## config.mk

```make
export PLATFORM = sky130hd
export DESIGN_NAME = hysteresis_counter_table
export DESIGN_NICKNAME = d
export VERILOG_FILES = /design/src/rtl/hysteresis_counter_table.sv
export SDC_FILE = /design/constraint.sdc
export NUM_CORES = 1
export LEC_CHECK = 0
export CORE_MARGIN = 2
export CORE_UTILIZATION = 57
export DETAILED_ROUTE_END_ITERATION = 6
export PLACE_DENSITY = 0.78
export SLEW_MARGIN = 0
export SYNTH_ARGS = -nofsm -noshare
export SYNTH_HDL_FRONTEND = slang
export SYNTH_SLANG_ARGS = --single-unit
export TNS_END_PERCENT = 20
```

## constraint.sdc

```tcl
create_clock -name clock -period 2.5 [get_ports clock]
set_clock_uncertainty 0.05 [all_clocks]
set_input_delay 0.375 -clock clock [delete_from_list [all_inputs] [get_ports clock]]
set_output_delay 0.375 -clock clock [all_outputs]
set_load 0.1 [all_outputs]
```

## src/rtl/hysteresis_counter_table.sv

```systemverilog
// Table of saturating hysteresis counters with a one-entry-per-cycle clear sweep.
// Optional HYSTERESIS_COUNTER_TABLE_READ_BYPASS_EN forwards a same-cycle update to the read port.
module hysteresis_counter_table #(
    parameter int DEPTH       = 16,
    parameter int DEPTH_LOG2  = $clog2(DEPTH),
    parameter int RANGE       = 4,
    parameter int RANGE_LOG2  = $clog2(RANGE),
    parameter int RESET_VALUE = 0,
    parameter int COERCIVITY  = 1
) (
    input  logic                  clock,
    input  logic                  resetn,
    input  logic                  clear,
    output logic                  busy,
    input  logic                  read_enable,
    input  logic [DEPTH_LOG2-1:0] read_index,
    output logic [RANGE_LOG2-1:0] read_count,
    output logic                  read_prediction,
    input  logic                  update_enable,
    input  logic [DEPTH_LOG2-1:0] update_index,
    input  logic                  update_increment,
    input  logic                  update_decrement
);

    // state    | meaning
    // IDLE     | normal operation, updates accepted
    // CLEARING | sweeping RESET_VALUE into entries 0..DEPTH-1, updates dropped
    typedef enum logic {ST_IDLE, ST_CLEARING} state_t;

    localparam logic [RANGE_LOG2-1:0] HALF_LOW  = RANGE_LOG2'(RANGE / 2 - 1);
    localparam logic [RANGE_LOG2-1:0] HALF_HIGH = RANGE_LOG2'(RANGE / 2);
    localparam logic [RANGE_LOG2-1:0] JUMP_HIGH = RANGE_LOG2'(RANGE / 2 + COERCIVITY);
    localparam logic [RANGE_LOG2-1:0] JUMP_LOW  = RANGE_LOG2'(RANGE / 2 - 1 - COERCIVITY);
    localparam logic [RANGE_LOG2-1:0] MAX_COUNT = RANGE_LOG2'(RANGE - 1);
    localparam logic [RANGE_LOG2-1:0] MIN_COUNT = RANGE_LOG2'(0);
    localparam logic [RANGE_LOG2-1:0] ONE_COUNT = RANGE_LOG2'(1);
    localparam logic [RANGE_LOG2-1:0] RST_COUNT = RANGE_LOG2'(RESET_VALUE);
    localparam logic [DEPTH_LOG2-1:0] LAST_IDX  = DEPTH_LOG2'(DEPTH - 1);
    localparam logic [DEPTH_LOG2-1:0] ONE_IDX   = DEPTH_LOG2'(1);

    state_t                  state;
    state_t                  next_state;
    logic [DEPTH_LOG2-1:0]   sweep_index;
    logic [RANGE_LOG2-1:0]   counts [DEPTH];
    logic                    update_accept;
    logic [RANGE_LOG2-1:0]   current;
    logic [RANGE_LOG2-1:0]   updated;
    logic [RANGE_LOG2-1:0]   read_value;

    always_comb begin
        next_state = state;
        case (state)
            ST_IDLE:     if (clear) next_state = ST_CLEARING;
            ST_CLEARING: if (sweep_index == LAST_IDX) next_state = ST_IDLE;
            default:     next_state = ST_IDLE;
        endcase
    end

    // The cycle that samples clear in IDLE also drops its update.
    assign update_accept = update_enable && (state == ST_IDLE) && !clear;
    assign current       = counts[update_index];

    always_comb begin
        updated = current;
        if (update_increment && !update_decrement) begin
            if (current == HALF_LOW)
                updated = JUMP_HIGH;
            else if (current != MAX_COUNT)
                updated = current + ONE_COUNT;
        end else if (update_decrement && !update_increment) begin
            if (current == HALF_HIGH)
                updated = JUMP_LOW;
            else if (current != MIN_COUNT)
                updated = current - ONE_COUNT;
        end
    end

    always_comb begin
        read_value = counts[read_index];
`ifdef HYSTERESIS_COUNTER_TABLE_READ_BYPASS_EN
        if (update_accept && (read_index == update_index))
            read_value = updated;
`endif
    end

    always_ff @(posedge clock or negedge resetn) begin
        if (!resetn) begin
            state           <= ST_IDLE;
            busy            <= 1'b0;
            sweep_index     <= '0;
            read_count      <= '0;
            read_prediction <= 1'b0;
            for (int i = 0; i < DEPTH; i++)
                counts[i] <= RST_COUNT;
        end else begin
            state <= next_state;
            busy  <= (next_state == ST_CLEARING);
            if (state == ST_CLEARING)
                sweep_index <= (sweep_index == LAST_IDX) ? '0 : sweep_index + ONE_IDX;
            if (read_enable) begin
                read_count      <= read_value;
                read_prediction <= (read_value >= HALF_HIGH);
            end
            for (int i = 0; i < DEPTH; i++) begin
                if ((state == ST_CLEARING) && (sweep_index == DEPTH_LOG2'(i)))
                    counts[i] <= RST_COUNT;
                else if (update_accept && (update_index == DEPTH_LOG2'(i)))
                    counts[i] <= updated;
            end
        end
    end

endmodule

```

======== Yosys cells after proc, flatten, opt, wreduce, memory -nomap -nowiden ========
Cells that the tools add are included.
operators by class
  reduce and logical (&&, ||, !) cells .... 58
  equality and inequality tests ........... 33
  order comparisons ....................... 3
  multiplexer cells ....................... 48
  $add $sub $neg .......................... 3
  bitwise gates (word level) .............. 3
operator list
  cell                                                                   number
  2-bit two-way mux                                                      42
  4-bit equality test, second input constant                             16
  1-bit logical AND                                                      36
  2-bit nonzero test                                                     17
  4-bit by 3-bit equality test with 1-bit output, second input constant  8
  2-bit binary-select mux with 4-bit select                              2
  4-bit by 2-bit equality test with 1-bit output, second input constant  4
  5-bit >= comparator, second input constant                             2
  4-bit NOT with 5-bit output                                            2
  4-bit by 1-bit equality test with 1-bit output, second input constant  2
  4-bit zero test                                                        2
  4-bit by 1-bit adder with 4-bit output, second input constant          1
  4-bit two-way mux                                                      1
  1-bit zero test                                                        3
  2-bit by 1-bit adder with 2-bit output, second input constant          1
  2-bit by 1-bit equality test with 1-bit output, second input constant  1
  2-bit equality test, second input constant                             1
  2-bit >= comparator, second input constant                             1
  1-bit two-way mux                                                      2
  2-bit inequality test, second input constant                           1
  1-bit case mux with 2 select lines                                     1
  2-bit by 1-bit subtractor with 2-bit output, second input constant     1
  1-bit NOT                                                              1
word-level totals
  input port bits ......................... 15
  logic and storage cells ................. 168
  output and inout bits ................... 4
  bits in registers ....................... 40

======== Depth between registers and ports, before layout ========
  word-level depth ........................ 11
  gate-level depth with buffers ........... 8
  mapped depth without buffers ............ 6

======== Worst setup path before layout ========
No wires, ideal clock.
  path type ............................... input to register
  start ................................... input port update_index[2]
  end ..................................... register counts[7] (netlist name)
  path slack .............................. 0.438 ns
  stages on the path ...................... 8
  buffers on the path ..................... 3
  setup time .............................. 0.130 ns
  data arrival time ....................... 1.882 ns
  cell sequence ........................... buf_6 > buf_6 > mux4_2 > mux2i_1 > mux2i_2 > a31oi_4 > buf_6 > o22ai_1
on the way
  longest elaborated chain between the ends .. 11
  elaborated cells between the ends (all ways) .. 21
RTL lines
  what                                                                               line    text
  from (decl)                                                                        20      input logic [DEPTH_LOG2-1:0] update_index,
  4-bit NOT with 5-bit output (implied by the code)                                  61      assign current = counts[update_index];
  2-bit binary-select mux with 4-bit select                                          61
  2-bit two-way mux (implied by the code) (2 in series)                              61
  2-bit by 1-bit subtractor with 2-bit output or 2-bit nonzero test (tied branches)  74, 73
  2-bit two-way mux                                                                  73      else if (current != MIN_COUNT)
  2-bit two-way mux                                                                  71      if (current == HALF_HIGH)
  2-bit two-way mux                                                                  70      end else if (update_decrement && !update_increment) begin
  2-bit two-way mux                                                                  65      if (update_increment && !update_decrement) begin
  2-bit two-way mux                                                                  107     else if (update_accept && (update_index == DEPTH_LOG2'(i)))
  2-bit two-way mux                                                                  105     if ((state == ST_CLEARING) && (sweep_index == DEPTH_LOG2'(i)))
  to (signal, indexed assignment)                                                    108     counts[i] <= updated;
  to (decl)                                                                          44      logic [RANGE_LOG2-1:0] counts [DEPTH];
Several ways; a longest one is shown, not always the timed one. The select of a mux whose other input is x is not followed.
A chain may end at the register's enable or synchronous reset.

======== Final worst setup path ========
  start ................................... input port update_index[2]
  end ..................................... register counts[0] (netlist name)
The elaborated chain is that of the path after synthesis.

==> run metrics <==
status=finished, final reports clean; core region area=around 4300 um2; total inserted antenna cells=0; Worst-Margin Slew=0.903 ns; worst-case reg-to-reg path depth=6; Row Count=24; first-pass GRT wire length=10800 um; min cycle time layout=2.31 ns; crit path DAT=2.44 ns; power per cell area=661 nW/um2; Die Span Y=70.5 um; worst min path class=input pin to asynchronous set/reset pin; post-CTS setup buffer count=0; Layout Utilization=67.5%; Hold-fix buffers, CTS=0; CTS Buf Count=5; Overflow after GRT=0; TritonRoute pass-1 iters=5; fin cells=around 310; area of the multi-input gates=between 1000 and 1500 um2; Net Count, Synth=255; CP Capture Type=flip-flop; Reg clk slew, reported paths=0.08 ns; Final HPWL DP=4710 um; CP Max Fanout=16; Max-Cap Viols=0; Synth top area share=39.8%; f_max=0.433 GHz; R2R setup slack=~0.48 ns; Crit path largest cell delay=0.51 ns; drt total wl=6260 um; Slew headroom=39.8%; IO Count=19; routed len/inst=around 20 um; Reg area=1000 um2; syn_area_per_cell=10.7 um2; crit-path leading delay family=buffers and inverters; # DRC=0; post-synthesis sequential area ratio=39.8%; crit-path cells=clkdlybuf4s50_1, buf_12, mux4_2, mux2i_1, nand3_2, a31oi_2, buf_4, o21ai_0; LEAKAGE=around 1.2 nW; CP Launch Type=input pin; area leader, netlist=dfrtp_1; vias per cell=6.70; Power Total=0.00192 W; H-tree Lvls=2; RSZ-0062 raised after global routing=no; CP Data Required Time=2.63 ns; gpl congestion=0.979; CTS tree=yes; Reg2Reg Launch Point=counts[22]$_DFFE_PN0P_; vias in the first global route=2094; die area=4960 um2; dpl cells=305; DIE WIDTH=70.5 um; Area Overhead vs Synth=15.2%; CP Buf/Inv Count=3; Fillers=332; Hold Vio Cnt, Final=0; layout cells sized above 1=21.5%; number of buffers added on ports=18; YS warnings=0; post-route ant nets=0; FF+latch count, synth=40; Tcrit/Tclk final=92.5%; initial antenna violation count=0; GRT Total Usage=28.4%; detailed-route via count=2098; Critical Setup Path Class=input pin to flip-flop; CTS root buf=clkbuf_8; Synth Flop Type=dfrtp_1; reg2reg end=counts[21]$_DFFE_PN0P_; Gates resized, CTS repair=0; drt first-iter violations=254; synth top area cells=dfrtp_1 (40%), mux4_2 (13%), nand3_1 (6.0%); Initial Util=58.6%; CTS Sinks=40; Peak VDD IR=0.000543 V; FFs w/ async S/R, synth=100%; Final Max Tran Viols=0; synth unique cells=43; synthesized area=2520 um2; largest net degree at the start of global routing=41; CTS max path bufs=2; Setup Viol. Count Final=0; Worst-Skew Late Latency=0.30 ns; Mapped Cells=236; Post-synth EDFFs=0; fin nets=279; Worst path slowest cell=clkdlybuf4s50_1
flip-flops by register name, indices dropped and copies added, names as in the netlist:
| register | cells |
|---|---|
| counts | 32 |
| read_count | 2 |
| read_prediction | 1 |
| state | 1 |
| sweep_index | 4 |
cell type report:
| class | instances | area share (%) |
|---|---|---|
| repair buffers | 34 | 11.6 |
| clock inverters | 3 | 0.647 |
| multi-input cells | 175 | 48.1 |
| inverters | 4 | 0.518 |
| clock buffers | 5 | 2.37 |
| well taps | 52 | 2.24 |
| flip-flops and latches | 40 | 34.5 |
where the power goes:
part           internal, W  switching [W]
registers         0.000721       0.000123
clock network     0.000194       0.000238
logic             0.000246       0.000394
total              0.00116       0.000755
placed cells by master (no fill, tap or decap), types with 2 or more instances in the layout:
master           synthesis  final
mux2i_1                  7      7
o22ai_1                  2      2
inv_1                    4      4
o311ai_0                 4      4
clkbuf_8                 0      5
o21ai_0                 10     10
and4_1                   2      2
buf_12                   0      4
clkdlybuf4s50_1          0     13
nand2_1                 20     20
xnor2_1                  2      2
buf_4                    2     16
nand2b_1                 6      6
ha_1                     4      4
o21ai_1                  9      9
nor2b_1                  8      8
clkinv_2                 0      2
nor2_1                   6      6
o211ai_1                 5      5
nand4_1                  4      4
dfrtp_1                 40     40
mux2_2                   4      4
o221ai_1                 2      2
mux4_2                  15     15
o31ai_1                 15     15
or2_2                    2      2
o41ai_1                  3      3
nand3_1                 30     30
cells in the mapped netlist, types with 3 or more instances:
library cell	instances
nor2b_1	8
ha_1	4
o21ai_0	10
inv_1	4
nand3_1	30
nand2_1	20
o211ai_1	5
o21ai_1	9
o31ai_1	15
clkbuf_1	5
dfrtp_1	40
mux2i_1	7
nand4_1	4
nand2b_1	6
o311ai_0	4
mux4_2	15
buf_6	4
nor2_1	6
buf_2	4
mux2_2	4
o41ai_1	3
layer usage:
layer | track usage [%] | vias up | share of wire, %
met1 | 38.6 | 1006 | 41
li1 | - | 960 | -
met2 | 44.4 | 115 | 47
met5 | 0 | - | 0
met4 | 11.8 | 0 | 3.1
met3 | 5.92 | 17 | 8.6
metrics by stage:
step	area (um2)	hold slack (ns)	setup slack [ns]	setup TNS (ns)
final	2900	0.142	0.188	0
after global placement	2810	0.444	-0.0478	-0.567
after detailed placement	2810	0.452	-0.103	-2.09
after floorplan	2520	0.0294	0.438	0
after global routing	2900	0.212	0.0498	0
after CTS	2900	0.179	0.187	0
logic make-up after synthesis:
family,Yosys count,synth area share (%)
fa+ha+maj,4,1.99
compound gates,56,16.1
xor+xnor,2,0.696
simple gates,86,18.1
buf+inv,21,4.82
mux,27,18.5
flops,40,39.8
worst max-delay path by stage:
stage / startpoint / end / slack, ns / cells past startpoint
after global routing: update_index[2] / counts[0]$_DFFE_PN0P_ / 0.05 / 8
after detailed placement: update_index[2] / counts[21]$_DFFE_PN0P_ / -0.10 / 8
after CTS: update_index[2] / counts[0]$_DFFE_PN0P_ / 0.19 / 8
final: update_index[2] / counts[0]$_DFFE_PN0P_ / 0.19 / 8
after floorplan: update_index[2] / counts[7]$_DFFE_PN0P_ / 0.44 / 8
after global placement: update_index[2] / counts[7]$_DFFE_PN0P_ / -0.05 / 8
Power figures use the tool's default switching activity.
